===== config.mk =====
export PLATFORM = sky130hd
export DESIGN_NAME = m_mux_2in1out_arbiter
export DESIGN_NICKNAME = d
export VERILOG_FILES = /design/src/rtl/m_mux_2in1out_arbiter_pkg.sv /design/src/rtl/m_rr_pick2.sv /design/src/rtl/m_mux_2in1out_arbiter.sv
export SDC_FILE = /design/constraint.sdc
export NUM_CORES = 1
export LEC_CHECK = 0
export ABC_AREA = 1
export CORE_MARGIN = 4
export CORE_UTILIZATION = 50
export DETAILED_ROUTE_END_ITERATION = 10
export MAX_ROUTING_LAYER = met4
export PLACE_DENSITY_LB_ADDON = 0.08
export SYNTH_ARGS = -nofsm -noshare
export SYNTH_HDL_FRONTEND = slang
export SYNTH_SLANG_ARGS = --single-unit

===== constraint.sdc =====
create_clock -name clk -period 1.7 [get_ports clk]
set_clock_uncertainty 0.1 [all_clocks]
set_input_delay 0.255 -clock clk [delete_from_list [all_inputs] [get_ports clk]]
set_output_delay 0.255 -clock clk [all_outputs]
set_load 0.01 [all_outputs]

===== src/rtl/m_mux_2in1out_arbiter_pkg.sv =====
// rtl/m_mux_2in1out_arbiter_pkg.sv - shared state encoding and input index constants for the 2:1 flit arbiter
package m_mux_2in1out_arbiter_pkg;

    typedef enum logic [1:0] {
        S_IDLE  = 2'd0,
        S_BUSY0 = 2'd1,
        S_BUSY1 = 2'd2
    } state_t;

    localparam logic IDX_0 = 1'b0;
    localparam logic IDX_1 = 1'b1;

    function automatic logic [1:0] onehot2(input logic idx);
        return (idx == IDX_1) ? 2'b10 : 2'b01;
    endfunction

endpackage


===== src/rtl/m_rr_pick2.sv =====
// rtl/m_rr_pick2.sv - combinational 2-way round-robin picker returning a one-hot winner
module m_rr_pick2
    import m_mux_2in1out_arbiter_pkg::*;
(
    input  logic [1:0] req,
    input  logic       prio,
    output logic [1:0] pick
);

    // A lone requester wins outright; prio only breaks a tie.
    assign pick = (req == 2'b11) ? onehot2(prio) : req;

endmodule


===== src/rtl/m_mux_2in1out_arbiter.sv =====
// rtl/m_mux_2in1out_arbiter.sv - wormhole round-robin arbiter driving the select of a 2:1 flit mux
module m_mux_2in1out_arbiter
    import m_mux_2in1out_arbiter_pkg::*;
#(
    parameter int P_CNT_WIDTH = 8,
    parameter int P_INIT_PRIO = 0
) (
    input  logic                   clk,
    input  logic                   rst,
    input  logic                   in_valid_0,
    input  logic                   in_head_0,
    input  logic                   in_tail_0,
    output logic                   in_ready_0,
    input  logic                   in_valid_1,
    input  logic                   in_head_1,
    input  logic                   in_tail_1,
    output logic                   in_ready_1,
    output logic                   out_valid,
    input  logic                   out_ready,
    output logic                   select,
    output logic [1:0]             grant,
    output logic                   pkt_done,
    output logic [P_CNT_WIDTH-1:0] pkt_len,
    output logic                   err_seq
);

    localparam logic                   INIT_PRIO = (P_INIT_PRIO != 0) ? IDX_1 : IDX_0;
    localparam logic [P_CNT_WIDTH-1:0] CNT_MAX   = '1;
    localparam logic [P_CNT_WIDTH-1:0] CNT_ONE   = P_CNT_WIDTH'(1);

    state_t                 state, state_nxt;
    logic                   prio, prio_nxt;
    logic                   select_nxt;
    logic [1:0]             grant_nxt;
    logic [P_CNT_WIDTH-1:0] cnt, cnt_nxt, cnt_inc, len_nxt;
    logic                   done_nxt, err_nxt;
    logic [1:0]             req, pick;
    logic                   own_valid, own_head, own_tail;

    assign req = {in_valid_1 & in_head_1, in_valid_0 & in_head_0};

    m_rr_pick2 u_pick (
        .req  (req),
        .prio (prio),
        .pick (pick)
    );

    // select is stable for the whole packet, so it doubles as the owner index.
    assign own_valid = select ? in_valid_1 : in_valid_0;
    assign own_head  = select ? in_head_1  : in_head_0;
    assign own_tail  = select ? in_tail_1  : in_tail_0;
    assign cnt_inc   = (cnt == CNT_MAX) ? cnt : cnt + CNT_ONE;

    always_comb begin
        state_nxt  = state;
        prio_nxt   = prio;
        select_nxt = select;
        grant_nxt  = grant;
        cnt_nxt    = cnt;
        len_nxt    = pkt_len;
        done_nxt   = 1'b0;
        err_nxt    = err_seq;
        out_valid  = 1'b0;
        in_ready_0 = 1'b0;
        in_ready_1 = 1'b0;
        case (state)
            S_IDLE: begin
                if ((in_valid_0 & ~in_head_0) | (in_valid_1 & ~in_head_1))
                    err_nxt = 1'b1;
                if (pick != 2'b00) begin
                    state_nxt  = pick[1] ? S_BUSY1 : S_BUSY0;
                    select_nxt = pick[1];
                    grant_nxt  = pick;
                    cnt_nxt    = '0;
                end
            end
            S_BUSY0, S_BUSY1: begin
                out_valid = own_valid;
                if (select) in_ready_1 = out_ready;
                else        in_ready_0 = out_ready;
                if (own_valid & out_ready) begin
                    cnt_nxt = cnt_inc;
                    // A nonzero count means this is not the packet's first flit.
                    if (own_head && (cnt != '0))
                        err_nxt = 1'b1;
                    if (own_tail) begin
                        state_nxt = S_IDLE;
                        grant_nxt = 2'b00;
                        prio_nxt  = ~select;
                        done_nxt  = 1'b1;
                        len_nxt   = cnt_inc;
                    end
                end
            end
            default: state_nxt = S_IDLE;
        endcase
    end

    always_ff @(posedge clk or posedge rst) begin
        if (rst) begin
            state    <= S_IDLE;
            prio     <= INIT_PRIO;
            select   <= INIT_PRIO;
            grant    <= 2'b00;
            cnt      <= '0;
            pkt_done <= 1'b0;
            pkt_len  <= '0;
            err_seq  <= 1'b0;
        end else begin
            state    <= state_nxt;
            prio     <= prio_nxt;
            select   <= select_nxt;
            grant    <= grant_nxt;
            cnt      <= cnt_nxt;
            pkt_done <= done_nxt;
            pkt_len  <= len_nxt;
            err_seq  <= err_nxt;
        end
    end

endmodule


==> impl_results.md <==
* Worst Path Required at 1340 ps
* Top cells by area, synth: dfrtp_1 42%, nand2_1 28%, inv_1 6.3%
* Power Dens Cells at 1320 mW/mm^2
* Fmax at 590 MHz
* Die height at 61.3 um
* Synth area leader: dfrtp_1
* CP endpoint kind: primary output
* Setup_tns at 0 ps
* Rows at 19
* Fillers at 227
* Crit path DAT at 1340 ps
* Seq pwr share at 0.294
* P_int at 1520 uW
* Metal-1 WL at 1550 um
* DR iter-0 viols at 92
* Chip width at 61.3 um
* Wire per inst at 12.1 um
* Cell Count, Final, Fillers Out at 286
* Fin crit share at 0.997
* CTS buffer count at 3
* GPL Wtd Cong at 0.928
* Initial Util at 0.519
* Vias in the first global route at 1339
* Outcome: finished, final reports clean
* Comb power frac at 0.541
* VDD IR max at 1.15 mV
* Synth Net Count at 223
* Post-synth EDFFs at 0
* Final Instance Area at 0.00191 sq mm
* Post-route core utilization at 0.699
* Placed cell area at 0.00179 sq mm
* Multi-input logic area at 744 sq um
* Core area at 0.00273 sq mm
* First-pass GRT wire length at 5690 um
* Top Ports at 25
* Cell variety after synth at 21
* Die area at 0.00375 sq mm
* DRC viols at 0
* Tot GR Track Use at 0.208
* GRT Residual Overflow at 0
* Uppermost layer routed: met4
* Commonest cells in the netlist: 105 x nand2_1, 24 x dfrtp_1, 24 x inv_1
* # nets final at 268
* Worst Tran Pin Value at 305 ps
* Clock power share at 0.165
* Post-synthesis sequential area ratio at 0.423
* Synth Flop Type: dfrtp_1
* Mapped Cells at 211
* Synthesized area at 0.00142 sq mm
* CTS Sinks at 24
* Flops & latches, synth at 24
* Vias at 1460
* FF/Latch Area at 602 sq um
* R2r setup slk at 70 ps
* DR pass1 iterations at 4
* Clock edge transition at the registers on the reported setup and hold paths at 140 ps
* Crit-path max FO at 3
* Vias per Instance at 5.10
* Largest net degree at the start of global routing at 25
* Worst reg2reg path depth at 10
* CTS Hold Buffers Added at 0
* Drt total wl at 3460 um
* Worst setup path class: reg -> out
* NetSw at 998 uW
* Net Sw Frac at 0.396
* Count leader, synth: nand2_1
* Worst-Skew Late Latency at 310 ps
* YS warnings at 0
* H-tree Lvls at 1
* Hold WS at 180 ps
* Crit start category: flop
* Final Hold Fails at 0
* Asr flop ratio synth at 1.00
* Tmin final at 1700 ps
* Placed cells at 279
* Initial antenna violation count at 0
* ANT nets after route at 0
* Hold WC Path Type: in -> async
* RSZ-0062 raised after global routing: yes
* Met3 routed WL at 208 um
* Clock Path Buffers at 2
* Slew Limit Fails at 0
* Fraction of layout instances using a drive strength above 1 at 0.180
* Leakage power at 0.00104 uW
* Final setup vio count at 0
* DPL Wire Length at 2530 um
* WL met2 at 1650 um
* Max_slew headroom at 0.796
* Reg2Reg Launch Point: select$_DFFE_PP0P_
* Critical R2R Capture: cnt[4]$_DFFE_PP0P_
* Area added between synthesis and finish at 34.7%
* Yosys top cell area share at 0.423
* TritonCTS clock tree: yes
* Root buf cell: clkbuf_4
* I/O Buffers at 24
* Syn avg cell area at 6.72 sq um
* N_diodes at 0
* Max-cap check violation count at 0
## per-layer routing
metal  vias to the layer above  track usage
met5                         -            -
met3                         4       0.0252
li1                        733            -
met1                       670        0.270
met2                        53        0.340
met4                         0       0.0619
## sequential cells by signal, indices dropped and copies added, names as in the netlist
signal,count
err_seq,1
cnt,8
pkt_len,8
prio,1
grant,2
state,2
select,1
pkt_done,1
## logic make-up (layout without fill, tap and decap cells)
kind of cell | Yosys count | after routing | share of synthesized area
compound gates | 11 | 11 | 0.0432
simple gates | 144 | 144 | 0.424
buf+inv | 29 | 73 | 0.0829
fa+ha+maj | 3 | 3 | 0.0265
flops | 24 | 24 | 0.423
## worst max-delay path by stage
stage / startpoint / to / slack (ps) / cells past startpoint
after floorplan: state[0]$_DFFE_PP0P_ / out_valid / 280 / 5
after global placement: in_valid_1 / out_valid / -150 / 4
after global routing: state[0]$_DFFE_PP0P_ / in_ready_1 / -100 / 5
after CTS: state[0]$_DFFE_PP0P_ / out_valid / 2 / 5
final: state[0]$_DFFE_PP0P_ / out_valid / 4 / 5
after detailed placement: in_valid_1 / out_valid / -170 / 4
## layout make-up
| class | instances | area share |
|---|---|---|
| Multi-Input combinational cell | 158 | 0.390 |
| Clock buffer | 3 | 0.0118 |
| Clock inverter | 1 | 0.0157 |
| Tap cell | 31 | 0.0203 |
| Timing Repair Buffer | 42 | 0.193 |
| Sequential cell | 24 | 0.315 |
| Inverter | 27 | 0.0544 |
## critical path: stages (launching register included)
cell and delay, ps:
dfrtp_1 400, inv_2 50, ha_4 300, inv_4 40
a21oi_2 90, buf_2 140
## stage by stage
stage / total power [uW] / worst slack (ps)
final: 2520 / 4.27
after global routing: 2720 / -97.8
after CTS: 2380 / 1.64
after detailed placement: 1920 / -168
after global placement: 1900 / -146
after floorplan: 1430 / 279
## power groups by stage
stage / sequential, uW / clock [uW] / combinational (uW)
after floorplan: 782 / 0 / 644
after global placement: 756 / 0 / 1140
after detailed placement: 762 / 0 / 1160
after CTS: 738 / 425 / 1220
after global routing: 754 / 456 / 1510
final: 742 / 415 / 1360
## cells in the final DEF (no fill, tap or decap), types with 2 or more instances in the layout
cell type,n
nor2_4,2
clkbuf_4,3
o21ai_0,5
clkdlybuf4s50_1,20
inv_2,4
a21oi_1,2
buf_2,2
nor2_1,12
ha_1,2
nand3_1,16
buf_4,17
buf_6,2
dfrtp_1,23
nand2_2,5
inv_1,22
nand2_1,102
## timing repair
| item | CTS | global route |
|---|---|---|
| setup buffers | 2 | 1 |
| pin swaps | 0 | 3 |
| endpoints found under the setup margin | 4 | 11 |
| resized for setup | 15 | 13 |
No activity file was read; power rests on OpenSTA's default activity.
